**src/rtl/pmp_cfg_regs.sv**
```systemverilog
// PMP configuration CSR bank: pmpcfg/pmpaddr storage with WARL and lock rules,
// served over a valid/ready request port with a one-cycle response.
module pmp_cfg_regs #(
    parameter int XLEN       = 32,
    parameter int PMP_LEN    = 13,
    parameter int NR_ENTRIES = 4
) (
    input  logic                           clk_i,
    input  logic                           rst_i,
    input  logic                           req_i,
    output logic                           ready_o,
    input  logic                           we_i,
    input  logic [11:0]                    addr_i,
    input  logic [XLEN-1:0]                wdata_i,
    output logic                           rvalid_o,
    output logic [XLEN-1:0]                rdata_o,
    output logic                           err_o,
    output logic [NR_ENTRIES*PMP_LEN-1:0]  conf_addr_o,
    output logic [NR_ENTRIES*8-1:0]        conf_o
);
    localparam int EPC  = XLEN / 8;
    localparam int NCFG = (NR_ENTRIES + EPC - 1) / EPC;

    localparam logic STATE_IDLE = 1'b0;
    localparam logic STATE_RESP = 1'b1;

    logic               state_reg, state_next;
    logic [7:0]         cfg_reg   [NR_ENTRIES];
    logic [7:0]         cfg_next  [NR_ENTRIES];
    logic [PMP_LEN-1:0] paddr_reg [NR_ENTRIES];
    logic [PMP_LEN-1:0] paddr_next[NR_ENTRIES];
    logic [XLEN-1:0]    rdata_reg, rdata_next;
    logic               err_reg, err_next;

    logic       accept, wr_en, cfg_hit, paddr_hit;
    logic [3:0] csr_idx;

    assign csr_idx   = addr_i[3:0];
    assign accept    = req_i && (state_reg == STATE_IDLE);
    assign wr_en     = accept && we_i;
    assign cfg_hit   = (addr_i[11:4] == 8'h3A) && ({1'b0, csr_idx} < 5'(NCFG));
    assign paddr_hit = (addr_i[11:4] == 8'h3B) && ({1'b0, csr_idx} < 5'(NR_ENTRIES));

    // Lock checks use the pre-write register state, so a byte that sets L
    // in this write still takes its new value.
    generate
        for (genvar gi = 0; gi < NR_ENTRIES; gi++) begin : g_entry
            localparam int CSR_N  = gi / EPC;
            localparam int BYTE_K = gi % EPC;

            logic [7:0] wbyte;
            logic       locked, tor_guard, cfg_wr, paddr_wr;

            assign wbyte  = wdata_i[8*BYTE_K +: 8];
            assign locked = cfg_reg[gi][7];

            if (gi + 1 < NR_ENTRIES) begin : g_guard
                assign tor_guard = cfg_reg[gi+1][7] && (cfg_reg[gi+1][4:3] == 2'b01);
            end else begin : g_noguard
                assign tor_guard = 1'b0;
            end

            // W=1 with R=0 is an illegal combination: drop the whole byte.
            assign cfg_wr   = wr_en && cfg_hit && (csr_idx == 4'(CSR_N)) && !locked
                              && !(wbyte[1] && !wbyte[0]);
            assign paddr_wr = wr_en && paddr_hit && (csr_idx == 4'(gi)) && !locked && !tor_guard;

            assign cfg_next[gi]   = cfg_wr ? (wbyte & 8'h9F) : cfg_reg[gi];
            assign paddr_next[gi] = paddr_wr ? wdata_i[PMP_LEN-1:0] : paddr_reg[gi];

            assign conf_o[8*gi +: 8]                = cfg_reg[gi];
            assign conf_addr_o[PMP_LEN*gi +: PMP_LEN] = paddr_reg[gi];
        end
    endgenerate

    // Response data reflects the stored (post-WARL) value after any write.
    always_comb begin
        rdata_next = '0;
        err_next   = 1'b0;
        if (cfg_hit) begin
            for (int i = 0; i < NR_ENTRIES; i++) begin
                if (i / EPC == int'(csr_idx)) begin
                    rdata_next[8*(i%EPC) +: 8] = cfg_next[i];
                end
            end
        end else if (paddr_hit) begin
            for (int i = 0; i < NR_ENTRIES; i++) begin
                if (i == int'(csr_idx)) begin
                    rdata_next[PMP_LEN-1:0] = paddr_next[i];
                end
            end
        end else begin
            err_next = 1'b1;
        end
    end

    always_comb begin
        state_next = STATE_IDLE;
        if (state_reg == STATE_IDLE && accept) begin
            state_next = STATE_RESP;
        end
    end

    always_ff @(posedge clk_i) begin
        if (rst_i) begin
            state_reg <= STATE_IDLE;
            rdata_reg <= '0;
            err_reg   <= 1'b0;
            for (int i = 0; i < NR_ENTRIES; i++) begin
                cfg_reg[i]   <= '0;
                paddr_reg[i] <= '0;
            end
        end else begin
            state_reg <= state_next;
            for (int i = 0; i < NR_ENTRIES; i++) begin
                cfg_reg[i]   <= cfg_next[i];
                paddr_reg[i] <= paddr_next[i];
            end
            if (accept) begin
                rdata_reg <= rdata_next;
                err_reg   <= err_next;
            end
        end
    end

    assign ready_o  = (state_reg == STATE_IDLE);
    assign rvalid_o = (state_reg == STATE_RESP) && !rst_i;
    assign rdata_o  = rdata_reg;
    assign err_o    = err_reg;

endmodule

```
**config.mk**
```make
export PLATFORM = sky130hd
export DESIGN_NAME = pmp_cfg_regs
export DESIGN_NICKNAME = d
export VERILOG_FILES = /design/src/rtl/pmp_cfg_regs.sv
export SDC_FILE = /design/constraint.sdc
export NUM_CORES = 1
export LEC_CHECK = 0
export ABC_AREA = 1
export CORE_MARGIN = 2
export CORE_UTILIZATION = 37
export DETAILED_ROUTE_END_ITERATION = 10
export PLACE_DENSITY = 0.65
export SYNTH_ARGS = -nofsm -noshare
export SYNTH_HDL_FRONTEND = slang
export SYNTH_SLANG_ARGS = --single-unit
```
**constraint.sdc**
```tcl
create_clock -name clk_i -period 2.2 [get_ports clk_i]
set_clock_uncertainty 0.1 [all_clocks]
set_input_delay 0.55 -clock clk_i [delete_from_list [all_inputs] [get_ports clk_i]]
set_output_delay 0.55 -clock clk_i [all_outputs]
set_load 0.05 [all_outputs]
```
Word-level counts from Yosys, hierarchy flattened
Memory sizes are Yosys's and may differ from the RTL's.
Cells that the tools add are included.
Storage, ports and cells
  flip-flop bits (word level): 34
  bits in writable memories: 84
  output and inout port bits: 119
  logic and storage cells: 113
  memories kept: 2
Operators by class
  $lt $le $gt $ge: 2
  equality and inequality tests: 11
  muxes and demuxes: 33
  bitwise logic cells: 9
  reductions and logical operators: 53
Memory list
  paddr_reg: depth 4, width 13, rd ports 4, clocked after Yosys merged registers in 0, wr ports 4, RTL line 30  | logic [PMP_LEN-1:0] paddr_reg [NR_ENTRIES];
  cfg_reg: depth 4, width 8, rd ports 4, clocked after Yosys merged registers in 0, wr ports 4, RTL line 28  | logic [7:0] cfg_reg [NR_ENTRIES];
Operators with widths (number)
  $mux 13: 14
  $mux 8: 12
  $logic_and 1x1->1: 35
  $mux 19: 1
  $eq 8x6->1 const B: 2
  $logic_not 1->1: 16
  $eq 3x4->1 const A: 2
  $eq 4x2->1 const B: 2
  $logic_not 4->1: 2
  $or 1x1->1: 8
  $eq 2x1->1 const B: 3
  $mux 1: 6
  $eq 2x4->1 const A: 1
  $eq 4x1->1 const B: 1
  $lt 4x1->1 const B: 1
  $lt 4x3->1 const B: 1
  $not 1->1: 1

Depth between registers and ports, before layout
Gate-level depths: netlist of run 1.
  depth after elaboration: 14
  gate-level depth with buffers: 14
  mapped depth without buffers: 13

Worst setup path after synthesis of run 1
No wires, ideal clock.
  path kind: input-to-output
  start: input rst_i
  end: output rvalid_o
  data arrival time: 1606 ps
  data required time: 1550 ps
  slack: -56 ps
  stages on the path: 3
  buffers on the path: 2
  path through: clkbuf_1 > clkbuf_1 > nor2_1
Between the ends
  longest elaborated chain between the ends: 2
Ends and longest elaborated chain
  start, declared: RTL line 9  | input logic rst_i,
  $logic_not 1->1: RTL line 127  | assign rvalid_o = (state_reg == STATE_RESP) && !rst_i;
  $logic_and 1x1->1: RTL line 127
  end, declared: RTL line 15  | output logic rvalid_o,
Every way passes these cells.

Worst setup path in the final report of run 1
  start: input addr_i[9]
  end: register rdata_reg[18], in the netlist rdata_o[18]
Between the ends
  longest elaborated chain between the ends: 9
Ends and longest elaborated chain
  start, declared: RTL line 13  | input logic [11:0] addr_i,
  $eq 8x6->1 *: RTL line 41  | assign cfg_hit = (addr_i[11:4] == 8'h3A) && ({1'b0, csr_idx} < 5'(NCFG));
  $logic_and 1x1->1 *: RTL line 41
  $logic_and 1x1->1 (3 in a row): RTL line 64  | assign cfg_wr = wr_en && cfg_hit && (csr_idx == 4'(CSR_N)) && !locked
  $logic_and 1x1->1: RTL line 65  | && !(wbyte[1] && !wbyte[0]);
  $mux 8: RTL line 68  | assign cfg_next[gi] = cfg_wr ? (wbyte & 8'h9F) : cfg_reg[gi];
  $mux 8: RTL line 82  | if (i / EPC == int'(csr_idx)) begin
  $mux 19 *: RTL line 80  | if (cfg_hit) begin
  end signal, assigned: RTL line 120  | rdata_reg <= rdata_next;
  end, declared: RTL line 32  | logic [XLEN-1:0] rdata_reg, rdata_next;
Mark *: on every way between the ends. The rest lies on a longest branch, timed or not.
A chain may end at the register's enable or synchronous reset.

==> results by stage, run 1 <==
Status:
- The run finished with clean final reports.

Timing:
- The worst hold margin is 0.314 ns.
- Setup repair after global routing could not meet its margin everywhere.
- The final period demand of the worst path is 2.13 ns.
- The max-slew violation count is 0.
- The hold violation total from the final report came to 0.
- The worst setup margin is 0.0679 ns.
- In the finished design, the share of the clock period the worst path needs comes to 96.9%.
- For the pin with the worst max-slew slack, the measured transition is 0.562 ns.
- The maximum clock frequency is 0.469 GHz.
- The normalized max-slew margin is 62.5%.
- Setup violations remaining at the end of the flow were counted as 0.
- Summed over all failing endpoints, the final setup total negative slack is 0 ns.

Synthesis:
- The synthesized design devotes to its leading area cell type 42.2% of total area.
- The number of enable flip-flop cells after synthesis is 0.
- By count the netlist is led by sky130_fd_sc_hd__nand2_1, sky130_fd_sc_hd__dfxtp_1, sky130_fd_sc_hd__inv_1.
- After synthesis, the share of flip-flops with an asynchronous set or reset is 0%.
- The part of the Yosys area used for sequential elements is 42.2%.
- Yosys printed 0 warnings.
- The post-synthesis cell type with the largest combined area is sky130_fd_sc_hd__dfxtp_1.
- The most instantiated library cell after synthesis is sky130_fd_sc_hd__nand2_1.
- Averaged over all synthesized cells, the footprint is 6.64 um2.
- The count of distinct cell types in the synthesized netlist is 26.
- The commonest register cell after synthesis is sky130_fd_sc_hd__dfxtp_1.
- The total standard cell area after synthesis is 5600 um2.
- The number of nets in the synthesized netlist is 891.
- Yosys attributes the largest share of cell area to sky130_fd_sc_hd__dfxtp_1, sky130_fd_sc_hd__nand2_1, sky130_fd_sc_hd__inv_1.
- After technology mapping, the gate count stands at 843.
- Counting flops and latches in the post-synthesis netlist gives 118.

Route:
- The routed length per instance is 14.2 um.
- The number of nets still failing antenna checks after routing is 0.
- For this block, wires on met1 add up to 8.94 mm.
- The routed length on met2 is 8.01 mm.
- For this run, the detailed router's first-pass iteration total came to 5.
- The total length of routed wires is 18.3 mm.
- The via-per-instance ratio is 4.75.
- The wire length on met3 is 983 um.
- The highest metal layer with signal wires is met4.
- The initial DRC count is 371.
- Detailed routing inserted a total of 6112 vias.
- In the routed design, unresolved DRC markers number 0.

Global route:
- The first global-routing pass estimated 29.0 mm of wire.
- The number of global-route vias before repair is 5478.
- Entering global routing, the biggest net connects 50 pins.
- Summed over all layers, the global routing overflow is 0.
- The number of antenna violations at the first check in global routing is 0.
- Across every metal layer, demand over resource in global routing totals 22.8%.

Setup path:
- STA classifies the critical path endpoint as a flip-flop.
- The kind of cell with the highest combined delay along the critical path is simple AND/OR/NAND/NOR gates.
- The beginning of the critical path is addr_i[9].
- The setup check on the worst reg-to-reg path leaves a slack of 0.30 ns.
- The critical path goes through clkdlybuf4s50_1 -> nand2_1 -> nor2_2 -> buf_4 -> nand3_4 -> nor2_8 -> nand3_2 -> o21ai_0 -> nor2_1 -> nand2_1 -> nand2_1.
- Following the worst setup path forward leads to its endpoint at rdata_o[18].
- The type of origin of the critical path is an input port.
- The slowest stage of the critical path belongs to the cell sky130_fd_sc_hd__clkdlybuf4s50_1.
- The highest cell delay on the worst timing path is 0.48 ns.
- The setup path with the least slack is of type in2reg.
- The most numerous cell on the critical path is sky130_fd_sc_hd__nand2_1.
- The worst register-to-register path begins at cfg_reg[1][7].
- The worst endpoint data arrival time is 2.34 ns.
- In this run the critical register-to-register path is captured at rdata_o[9].
- The worst path required time is 2.41 ns.
- The length in cells of the worst reg-to-reg path is 10.
- The count of buffering cells on the critical path with inverters included is 2.
- The path length in cells of the critical path is 11.
- In this run the worst path has a maximum fanout of 12.

Pwr:
- For this design the static power due to leakage is 4.51 nW.
- The worst-case vdd ir drop is 537 uV.
- For this design the ratio of total power to cell area is 589 nW/um2.
- Summing internal, switching and leakage power gives 5.02 mW.

Finish:
- The flip-flop count of the largest register, all copies and words added is 52.
- The net count of the finished layout is 1139.
- The non-filler instance count after layout is 1287.
- The post-synthesis to final-layout area growth is 52.1%.
- The number of antenna diodes is 0.
- The post-route netlist has 22.8% of its cells at a drive strength greater than 1.
- The layout has 1421 filler cells.
- At the end of the flow the core is filled with cells to 58.1%.
- The finished cells cover 8510 um2.

Clocking:
- The maximum clock path buffer count is 2.
- TritonCTS built the clock tree.
- In this run the clock root is driven by a sky130_fd_sc_hd__clkbuf_16.
- The source-to-sink clock delay at the later pin of the worst-skew pair is 0.42 ns.
- The TritonCTS buffer count is 17.
- The total number of clock tree sinks is 118.
- The clock edge transition at the registers on the reported setup and hold paths is 0.05 ns.
- In this run the number of H-tree levels came out at 4.

Floorplan:
- In this run the horizontal extent of the chip is 127 um.
- For this design the top-level I/O count stands at 167.
- The die is 127 um tall.
- For this configuration, the core starts out at a cell density of 38.2%.
- The initialized floorplan defines 44 standard-cell rows.
- The area of the core region is 14600 um2.
- The die covers 16100 um2.

Placed design:
- During placement, the flow inserted port buffers numbering 160.
- Counting tap cells, the placed design contains a total of 1254 instances.
- The setup slack after placement is -0.387 ns.
- In this run the cell area measured after placement is 7930 um2.
- The estimated wirelength of the detail-placed design is 13.5 mm.
- The final RePlAce weighted congestion is 0.875.

Flow run:
- Max-cap violations in this run came to 0.

Min path:
- Along the worst hold path, the cell count comes to 2.
- In this run the most critical hold path is launched from rst_i.
- The tightest min-delay check is of the in2reg type.
-- worst min path at each step --
| stage | to | slack, ns |
|---|---|---|
| 6_report | state_reg | 0.31 |
| 3_5_place_dp | cfg_reg[0][6] | 0.35 |
| 5_1_grt | state_reg | 0.32 |
| 3_3_place_gp | cfg_reg[0][6] | 0.36 |
| 4_1_cts | state_reg | 0.30 |
| 2_1_floorplan | cfg_reg[3][7] | 0.46 |
-- timing repair --
action	4_1_cts	5_1_grt
gates cloned	0	1
hold buffers	0	0
resized for setup	41	25
setup endpoints to repair	43	31
buffers inserted	0	1
pin swaps	0	4
endpoints found under the hold margin	0	0
-- where the power goes --
part | switching, mW | leakage [nW] | internal [mW] | total, mW
clock | 0.937 | 0.265 | 1.63 | 2.57
combinational | 0.184 | 3.29 | 0.122 | 0.306
sequential | 0.00115 | 0.950 | 2.14 | 2.14
-- cell type report --
cell class / instances / area (um2) / share of cell area (%)
clock inverter: 4 / 45.0 / 0.529
tap: 184 / 230 / 2.70
inverter: 114 / 432 / 5.07
clock buffer: 27 / 493 / 5.79
sequential: 118 / 2360 / 27.7
timing repair buffer: 271 / 2320 / 27.3
multi-input combinational: 569 / 2630 / 30.9
-- cells by family after synthesis --
logic type	synth area share, %
AOI/OAI and AO/OA	4.78
DFF	42.2
and+or+nand+nor	41.1
buffers and inverters	11.9
-- per-layer routing --
| metal | vias up | track usage (%) |
|---|---|---|
| li1 | 3159 | - |
| met1 | 2723 | 32.5 |
| met2 | 203 | 34.7 |
| met3 | 27 | 4.23 |
| met4 | 0 | 8.21 |
| met5 | - | 0 |
-- cell usage in the layout, fill, tap and decap left out, drive strengths merged, types with 2 or more instances in the layout --
cell type,Yosys,final
dlymetal6s2s,0,9
nand2,284,284
a21oi,29,29
buf,27,186
nand4,56,56
and3,2,2
nand3,80,81
clkbuf,16,27
inv,111,111
clkinv,3,6
o21ai,23,23
dlygate4sd2,0,40
nor2,92,92
clkdlybuf4s50,0,36
dfxtp,118,118
Power figures use the tool's default switching activity.
==> run 2: changes to the inputs <==
- REMOVE_ABC_BUFFERS: unset -> 1
==> results by stage, run 2 (synthesis results as in run 1) <==
Clocking:
- The TritonCTS buffer count is 17 (unchanged).
- The clock tree from TritonCTS is done (unchanged).
- The total number of clock tree sinks is 118 (unchanged).
- The root buffer cell is sky130_fd_sc_hd__clkbuf_16 (unchanged).
- The maximum clock path buffer count is 2 (unchanged).
- The source-to-sink clock delay at the later pin of the worst-skew pair came to 0.42 ns (about the same).
- The clock edge transition at the registers on the reported setup and hold paths was 0.05 ns (about the same).
- The number of buffers inserted by hold repair at cts came to 0 (unchanged).
- The maximum level of the CTS H-tree is 4 (unchanged).

Route:
- The length of the first detailed-routing pass in iterations came to 5 (unchanged).
- The routed length per instance came to 14.6 um (was 14.2 um).
- The DRC violation count after routing is 0 (unchanged).
- The via-per-instance ratio is 4.81 (was 4.75).
- The routed via count is 6192 (was 6112).
- The number of nets still failing antenna checks after routing came to 0 (unchanged).
- The initial DRC count came to 547 (was 371).
- The total length of routed wires is 18.8 mm (was 18.3 mm).

Global route:
- The number of global-route vias before repair is 5716 (was 5478).
- The first-pass GRT wire length was 29.1 mm (was 29.0 mm).
- The total routing usage reported by global routing came to 23.1% (was 22.8%).
- The largest net degree at the start of global routing is 43 (was 50).
- The leftover overflow at the end of global routing is 0 (unchanged).
- The number of antenna violations at the first check in global routing is 1 (was 0).

Setup path:
- The critical-path maximum fanout was 5 (was 12).
- The highest cell delay on the worst timing path was 0.49 ns (was 0.48 ns).
- The most numerous cell on the critical path is sky130_fd_sc_hd__nand2_1 (unchanged).
- Worst-path cell chain: clkdlybuf4s50_1 -> nand2_1 -> nor2_2 -> buf_4 -> nand3_4 -> buf_4 -> nor2_4 -> buf_4 -> nand4_1 -> nand2_1 -> nand2_1 -> nand2_1 -> nand2_1 -> nand2_1 (was clkdlybuf4s50_1 -> nand2_1 -> nor2_2 -> buf_4 -> nand3_4 -> nor2_8 -> nand3_2 -> o21ai_0 -> nor2_1 -> nand2_1 -> nand2_1).
- The category of the worst setup path capture point is a flip-flop (unchanged).
- The count of buffering cells on the critical path with inverters included is 4 (was 2).
- The beginning of the critical path is addr_i[8] (was addr_i[9]).
- The cell family with the largest share of critical-path delay is buffers and inverters (was simple AND/OR/NAND/NOR gates).
- The internal reg-to-reg setup slack is 0.37 ns (was 0.30 ns).
- The length in cells of the worst reg-to-reg path is 12 (was 10).
- The worst path required time is 2.47 ns (was 2.41 ns).
- The critical-path cell with the highest stage delay is sky130_fd_sc_hd__clkdlybuf4s50_1 (unchanged).
- The beginning of the worst register-to-register path is state_reg (was cfg_reg[1][7]).
- The path type of the worst setup path is in2reg (unchanged).
- The path length in cells of the critical path was 14 (was 11).
- The endpoint of the lowest-slack register-to-register path is rdata_o[10] (was rdata_o[9]).
- The worst endpoint data arrival time came to 2.39 ns (was 2.34 ns).
- The end point of the critical path is rdata_o[4] (was rdata_o[18]).
- The type of origin of the critical path is an input port (unchanged).

Min path:
- The path category of the worst min-delay check was reg2reg (was in2reg).

Finish:
- Most frequent cells in the layout: sky130_fd_sc_hd__nand2_1, sky130_fd_sc_hd__buf_4, sky130_fd_sc_hd__dfxtp_1 (unchanged).
- The fraction of layout instances using a drive strength above 1 is 21.3% (was 22.8%).
- The area of the multi-input gates is 2600 um2 (was 2630 um2).
- The most common cell after layout, fill and taps aside is sky130_fd_sc_hd__nand2_1 (unchanged).
- The non-filler instance count after layout is 1288 (was 1287).
- The area taken by flip-flops and latches came to 2360 um2 (unchanged).
- The flip-flop count of the largest register, all copies and words added is 52 (unchanged).
- The post-synthesis to final-layout area growth came to 52.9% (was 52.1%).
- The final-stage net count was 1138 (was 1139).
- The filler cell count is 1449 (was 1421).

Placed design:
- The final RePlAce weighted congestion is 0.848 (was 0.875).
- The number of placed instances with taps included was 1250 (was 1254).
- The estimated wirelength of the detail-placed design is 13.6 mm (was 13.5 mm).
- The number of port buffers came to 160 (unchanged).

Floorplan:
- The width of the chip is 127 um (unchanged).
- The floorplan die area was 16100 um2 (unchanged).
- The overall die height is 127 um (unchanged).
- The area of the core region came to 14600 um2 (unchanged).
- The row count is 44 (unchanged).
- The count of boundary I/O pins is 167 (unchanged).
- The initial cell density of the core came to 38.2% (unchanged).

Pwr:
- The total chip power came to 5.25 mW (was 5.02 mW).
- The power per unit of standard cell area came to 613 nW/um2 (was 589 nW/um2).
- The static power due to leakage is 4.48 nW (was 4.51 nW).
- The worst-case vdd ir drop was 508 uV (was 537 uV).

Timing:
- The final period demand of the worst path is 2.12 ns (was 2.13 ns).
- The max-slew violation count is 0 (unchanged).
- The hold violation total from the final report was 0 (unchanged).
- The accumulated negative setup slack is 0 ns (unchanged).
- The maximum clock frequency is 0.472 GHz (was 0.469 GHz).
- The final number of setup-violating endpoints is 0 (unchanged).
- The normalized max-slew margin is 65.3% (was 62.5%).
- Setup repair after global routing missed its margin: no (was yes).
- The final clock period utilization by the worst path was 96.4% (was 96.9%).
- The transition at the pin with the smallest max-transition slack is 0.523 ns (was 0.562 ns).

Flow run:
- The max capacitance violation total was 0 (unchanged).

Status:
- Run status: completed (unchanged).
[run 2: changes by cell type in the layout (fill, tap and decap cells not counted), moves of 4 or more]
cell | before | now
sky130_fd_sc_hd__dlymetal6s2s_1 | 9 | 2
sky130_fd_sc_hd__o21ai_2 | 4 | 0
sky130_fd_sc_hd__buf_4 | 175 | 162
sky130_fd_sc_hd__dlygate4sd2_1 | 40 | 56
sky130_fd_sc_hd__clkbuf_1 | 7 | 2
sky130_fd_sc_hd__o21ai_1 | 10 | 14
[run 2: layout make-up]
type	count	area share (%)
Antenna cell	1	0.0293
Clock buffer	24	5.87
Clock inverter	8	1.11
Inverter	114	5.02
Multi-Input combinational cell	569	30.3
Sequential cell	118	27.6
Tap cell	184	2.69
Timing Repair Buffer	270	27.3
[run 2: worst min path at each step]
| stage | start | endpoint | depth (start not counted) |
|---|---|---|---|
| after floorplan | rst_i | cfg_reg[0][0] | 1 |
| after global placement | rdata_o[26] | rdata_o[26] | 2 |
| after detailed placement | rdata_o[19] | rdata_o[19] | 2 |
| after CTS | rdata_o[21] | rdata_o[21] | 2 |
| after global routing | rdata_o[25] | rdata_o[25] | 2 |
| final | rdata_o[21] | rdata_o[21] | 2 |
[run 2: timing repair]
| item | in CTS | in global routing |
|---|---|---|
| pin swaps | 0 | 3 |
| buffers inserted | 0 | 4 |
| resized for setup | 56 | 6 |
| setup endpoints to repair | 56 | 21 |
| gates cloned | 0 | 1 |
[run 2: worst reg2reg max path: cells and delay by family, from the launching register on]
| kind | cells | cell delay [ns] |
|---|---|---|
| buf+inv | 4 | 0.43 |
| simple gates | 7 | 0.69 |
| compound gates | 1 | 0.17 |
| flops | 1 | 0.32 |
[run 2: where the power goes]
part / total [mW] / leakage (nW) / internal, mW / switching (mW)
Sequential: 2.14 / 0.950 / 2.14 / 0.00141
Clock: 2.79 / 0.292 / 1.81 / 0.985
Combinational: 0.310 / 3.24 / 0.125 / 0.185
Total: 5.25 / 4.48 / 4.07 / 1.17
[run 2: metal layers]
| layer | part of all wire, % | up-vias | track usage, % |
|---|---|---|---|
| li1 | - | 3157 | - |
| met1 | 44 | 2769 | 29.7 |
| met2 | 46 | 243 | 37.4 |
| met3 | 7.9 | 23 | 6.57 |
| met4 | 1.7 | 0 | 7.50 |
| met5 | 0 | - | 0 |
[run 2: per-stage QoR]
stage / setup slack [ns] / area (um2) / utilization [%] / hold WS [ns]
after floorplan: -0.377 / 5360 / - / 0.519
after global placement: -0.369 / 7960 / 54.4 / 0.358
after detailed placement: -0.398 / 7960 / 54.4 / 0.360
after CTS: 0.0530 / 8490 / 58.0 / 0.368
after global routing: 0.000548 / 8550 / 58.4 / 0.388
final: 0.0801 / 8550 / 58.4 / 0.363
==> run 3: changes to the inputs <==
- clock period: 2.2 -> 2.6 ns (I/O delays scaled with it)
==> results by stage, run 3 (synthesis results as in run 1) <==
Status:
- Run status: completed (unchanged).

Route:
- The total length of routed wires was 18.2 mm (was 18.8 mm).
- The number of nets still failing antenna checks after routing is 0 (unchanged).
- The routed length per instance is 14.6 um (about the same).
- The DRC violation count after routing came to 0 (unchanged).
- The initial DRC count is 461 (was 547).
- The via-per-instance ratio is 4.84 (was 4.81).
- The routed via count is 6035 (was 6192).
- The length of the first detailed-routing pass in iterations is 5 (unchanged).

Setup path:
- The beginning of the worst register-to-register path was state_reg (unchanged).
- The worst path required time is 1.85 ns (was 2.47 ns).
- The highest cell delay on the worst timing path was 0.84 ns (was 0.49 ns).
- The critical-path cell with the highest stage delay is sky130_fd_sc_hd__clkdlybuf4s50_1 (unchanged).
- The path length in cells of the critical path is 1 (was 14).
- The internal reg-to-reg setup slack is 0.78 ns (was 0.37 ns).
- The endpoint of the lowest-slack register-to-register path is rdata_o[1] (was rdata_o[10]).
- The cell family with the largest share of critical-path delay is buffers and inverters (unchanged).
- The category of the worst setup path capture point is a primary output (was flip-flop).
- The worst endpoint data arrival time came to 1.65 ns (was 2.39 ns).
- Worst-path cell chain: clkdlybuf4s50_1 (was clkdlybuf4s50_1 -> nand2_1 -> nor2_2 -> buf_4 -> nand3_4 -> buf_4 -> nor2_4 -> buf_4 -> nand4_1 -> nand2_1 -> nand2_1 -> nand2_1 -> nand2_1 -> nand2_1).
- The critical-path maximum fanout is 4 (was 5).
- The type of origin of the critical path is a flip-flop (was input port).
- The length in cells of the worst reg-to-reg path is 12 (unchanged).
- The path type of the worst setup path is reg2out (was in2reg).
- The count of buffering cells on the critical path with inverters included came to 1 (was 4).

Pwr:
- The worst-case vdd ir drop is 407 uV (was 508 uV).
- The static power due to leakage is 3.88 nW (was 4.48 nW).
- The total chip power is 4.34 mW (was 5.25 mW).
- The power per unit of standard cell area was 516 nW/um2 (was 613 nW/um2).

Min path:
- The hold-critical path endpoint is rdata_o[28] (was rdata_o[21]).
- The path category of the worst min-delay check is reg2reg (unchanged).
- The worst min-delay path startpoint is rdata_o[28] (was rdata_o[21]).
- The number of cells on the worst hold path is 2 (unchanged).

Clocking:
- The clock edge transition at the registers on the reported setup and hold paths is 0.05 ns (about the same).
- The maximum clock path buffer count came to 2 (unchanged).
- The total number of clock tree sinks came to 118 (unchanged).
- The source-to-sink clock delay at the later pin of the worst-skew pair came to 0.41 ns (was 0.42 ns).
- The quantity of gates resized following cts came to 0 (was 56).
- The clock tree from TritonCTS is done (unchanged).
- The TritonCTS buffer count came to 17 (unchanged).
- The root buffer cell is sky130_fd_sc_hd__clkbuf_16 (unchanged).
- The maximum level of the CTS H-tree is 4 (unchanged).
- The post-CTS setup repair buffer count was 0 (unchanged).
- The number of buffers inserted by hold repair at cts came to 0 (unchanged).

Global route:
- The number of global-route vias before repair is 5609 (was 5716).
- The first-pass GRT wire length is 28.9 mm (was 29.1 mm).
- The number of antenna violations at the first check in global routing came to 0 (was 1).
- The leftover overflow at the end of global routing is 0 (unchanged).
- The largest net degree at the start of global routing is 79 (was 43).
- The total routing usage reported by global routing is 22.9% (was 23.1%).

Timing:
- Derived from the worst setup path, the maximum achievable clock frequency is 0.416 GHz.
- The hold violation total from the final report was 0 (unchanged).
- The final clock period utilization by the worst path is 92.4%.
- The transition at the pin with the smallest max-transition slack is 0.574 ns (was 0.523 ns).
- The normalized max-slew margin was 61.6% (was 65.3%).
- The accumulated negative setup slack is 0 ns (unchanged).
- Setup repair after global routing missed its margin: no (unchanged).
- The worst setup margin is 0.198 ns (was 0.0801 ns).
- The final number of setup-violating endpoints is 0 (unchanged).
- After layout, the minimum clock period comes to 2.40 ns.
- The max-slew violation count is 0 (unchanged).

Placed design:
- The setup slack after placement came to -0.142 ns (was -0.398 ns).
- The number of port buffers was 160 (unchanged).
- The final RePlAce weighted congestion came to 0.843 (was 0.848).
- The estimated wirelength of the detail-placed design came to 13.0 mm (was 13.6 mm).

Finish:
- The final-stage net count is 1099 (was 1138).
- Most frequent cells in the layout: sky130_fd_sc_hd__nand2_1, sky130_fd_sc_hd__clkdlybuf4s50_1, sky130_fd_sc_hd__dfxtp_1 (was sky130_fd_sc_hd__nand2_1, sky130_fd_sc_hd__buf_4, sky130_fd_sc_hd__dfxtp_1).
- The flip-flop count of the largest register, all copies and words added was 52 (unchanged).
- The post-synthesis to final-layout area growth was 50.3% (was 52.9%).
- The number of antenna diodes came to 0 (was 1).
- The most common cell after layout, fill and taps aside is sky130_fd_sc_hd__nand2_1 (unchanged).
- The fraction of layout instances using a drive strength above 1 is 12.2% (was 21.3%).

Floorplan:
- The count of boundary I/O pins is 167 (unchanged).
- The row count is 44 (unchanged).
- The width of the chip is 127 um (unchanged).
- The overall die height is 127 um (unchanged).
- The area of the core region was 14600 um2 (unchanged).
- The floorplan die area is 16100 um2 (unchanged).
- The initial cell density of the core is 38.2% (unchanged).

Flow run:
- The max capacitance violation total is 0 (unchanged).
run 3: power breakdown:
part	internal [mW]	leakage (nW)	switching (mW)
clock network	1.44	0.278	0.837
registers	1.81	0.950	0.000920
logic	0.0988	2.65	0.153
total	3.35	3.88	0.991
run 3: worst min-delay path: stages (launching register included):
cell and delay (ns):
sky130_fd_sc_hd__dfxtp_1 0.30, sky130_fd_sc_hd__nand3_1 0.07, sky130_fd_sc_hd__nand2_1 0.05
run 3: per-stage QoR:
| step | instance area (um2) | utilization [%] | hold slack [ns] | instances |
|---|---|---|---|---|
| floorplan | 5360 | - | 0.585 | 800 |
| global placement | 7850 | 53.6 | 0.356 | 1216 |
| detailed placement | 7850 | 53.6 | 0.362 | 1216 |
| CTS | 8410 | 57.5 | 0.371 | 1247 |
| global route | 8410 | 57.5 | 0.384 | 1247 |
| finish | 8410 | 57.5 | 0.367 | 1247 |
run 3: metal layers:
layer	vias to the layer above	GRT usage (%)	part of all wire (%)
li1	3085	-	-
met1	2726	29.3	45
met2	202	37.3	46
met3	22	6.83	7.0
met5	-	0	0
met4	0	7.24	1.5
run 3: how the worst max path moves through the flow:
stage / from / to / slack (ns)
after floorplan: req_i / rdata_o[0] / -0.06
final: cfg_reg[3][7] / conf_o[31] / 0.20
after global placement: addr_i[8] / rdata_o[2] / -0.11
after CTS: cfg_reg[3][7] / conf_o[31] / 0.18
after detailed placement: addr_i[9] / rdata_o[1] / -0.14
after global routing: addr_i[9] / rdata_o[1] / 0.11
run 3: final cells by class:
cell class / count / area [um2]
Tap cell: 184 / 230
Inverter: 114 / 429
Clock buffer: 21 / 460
Clock inverter: 10 / 105
Multi-Input combinational cell: 568 / 2570
Timing Repair Buffer: 232 / 2260
Fill cell: 1410 / 6230
Sequential cell: 118 / 2360
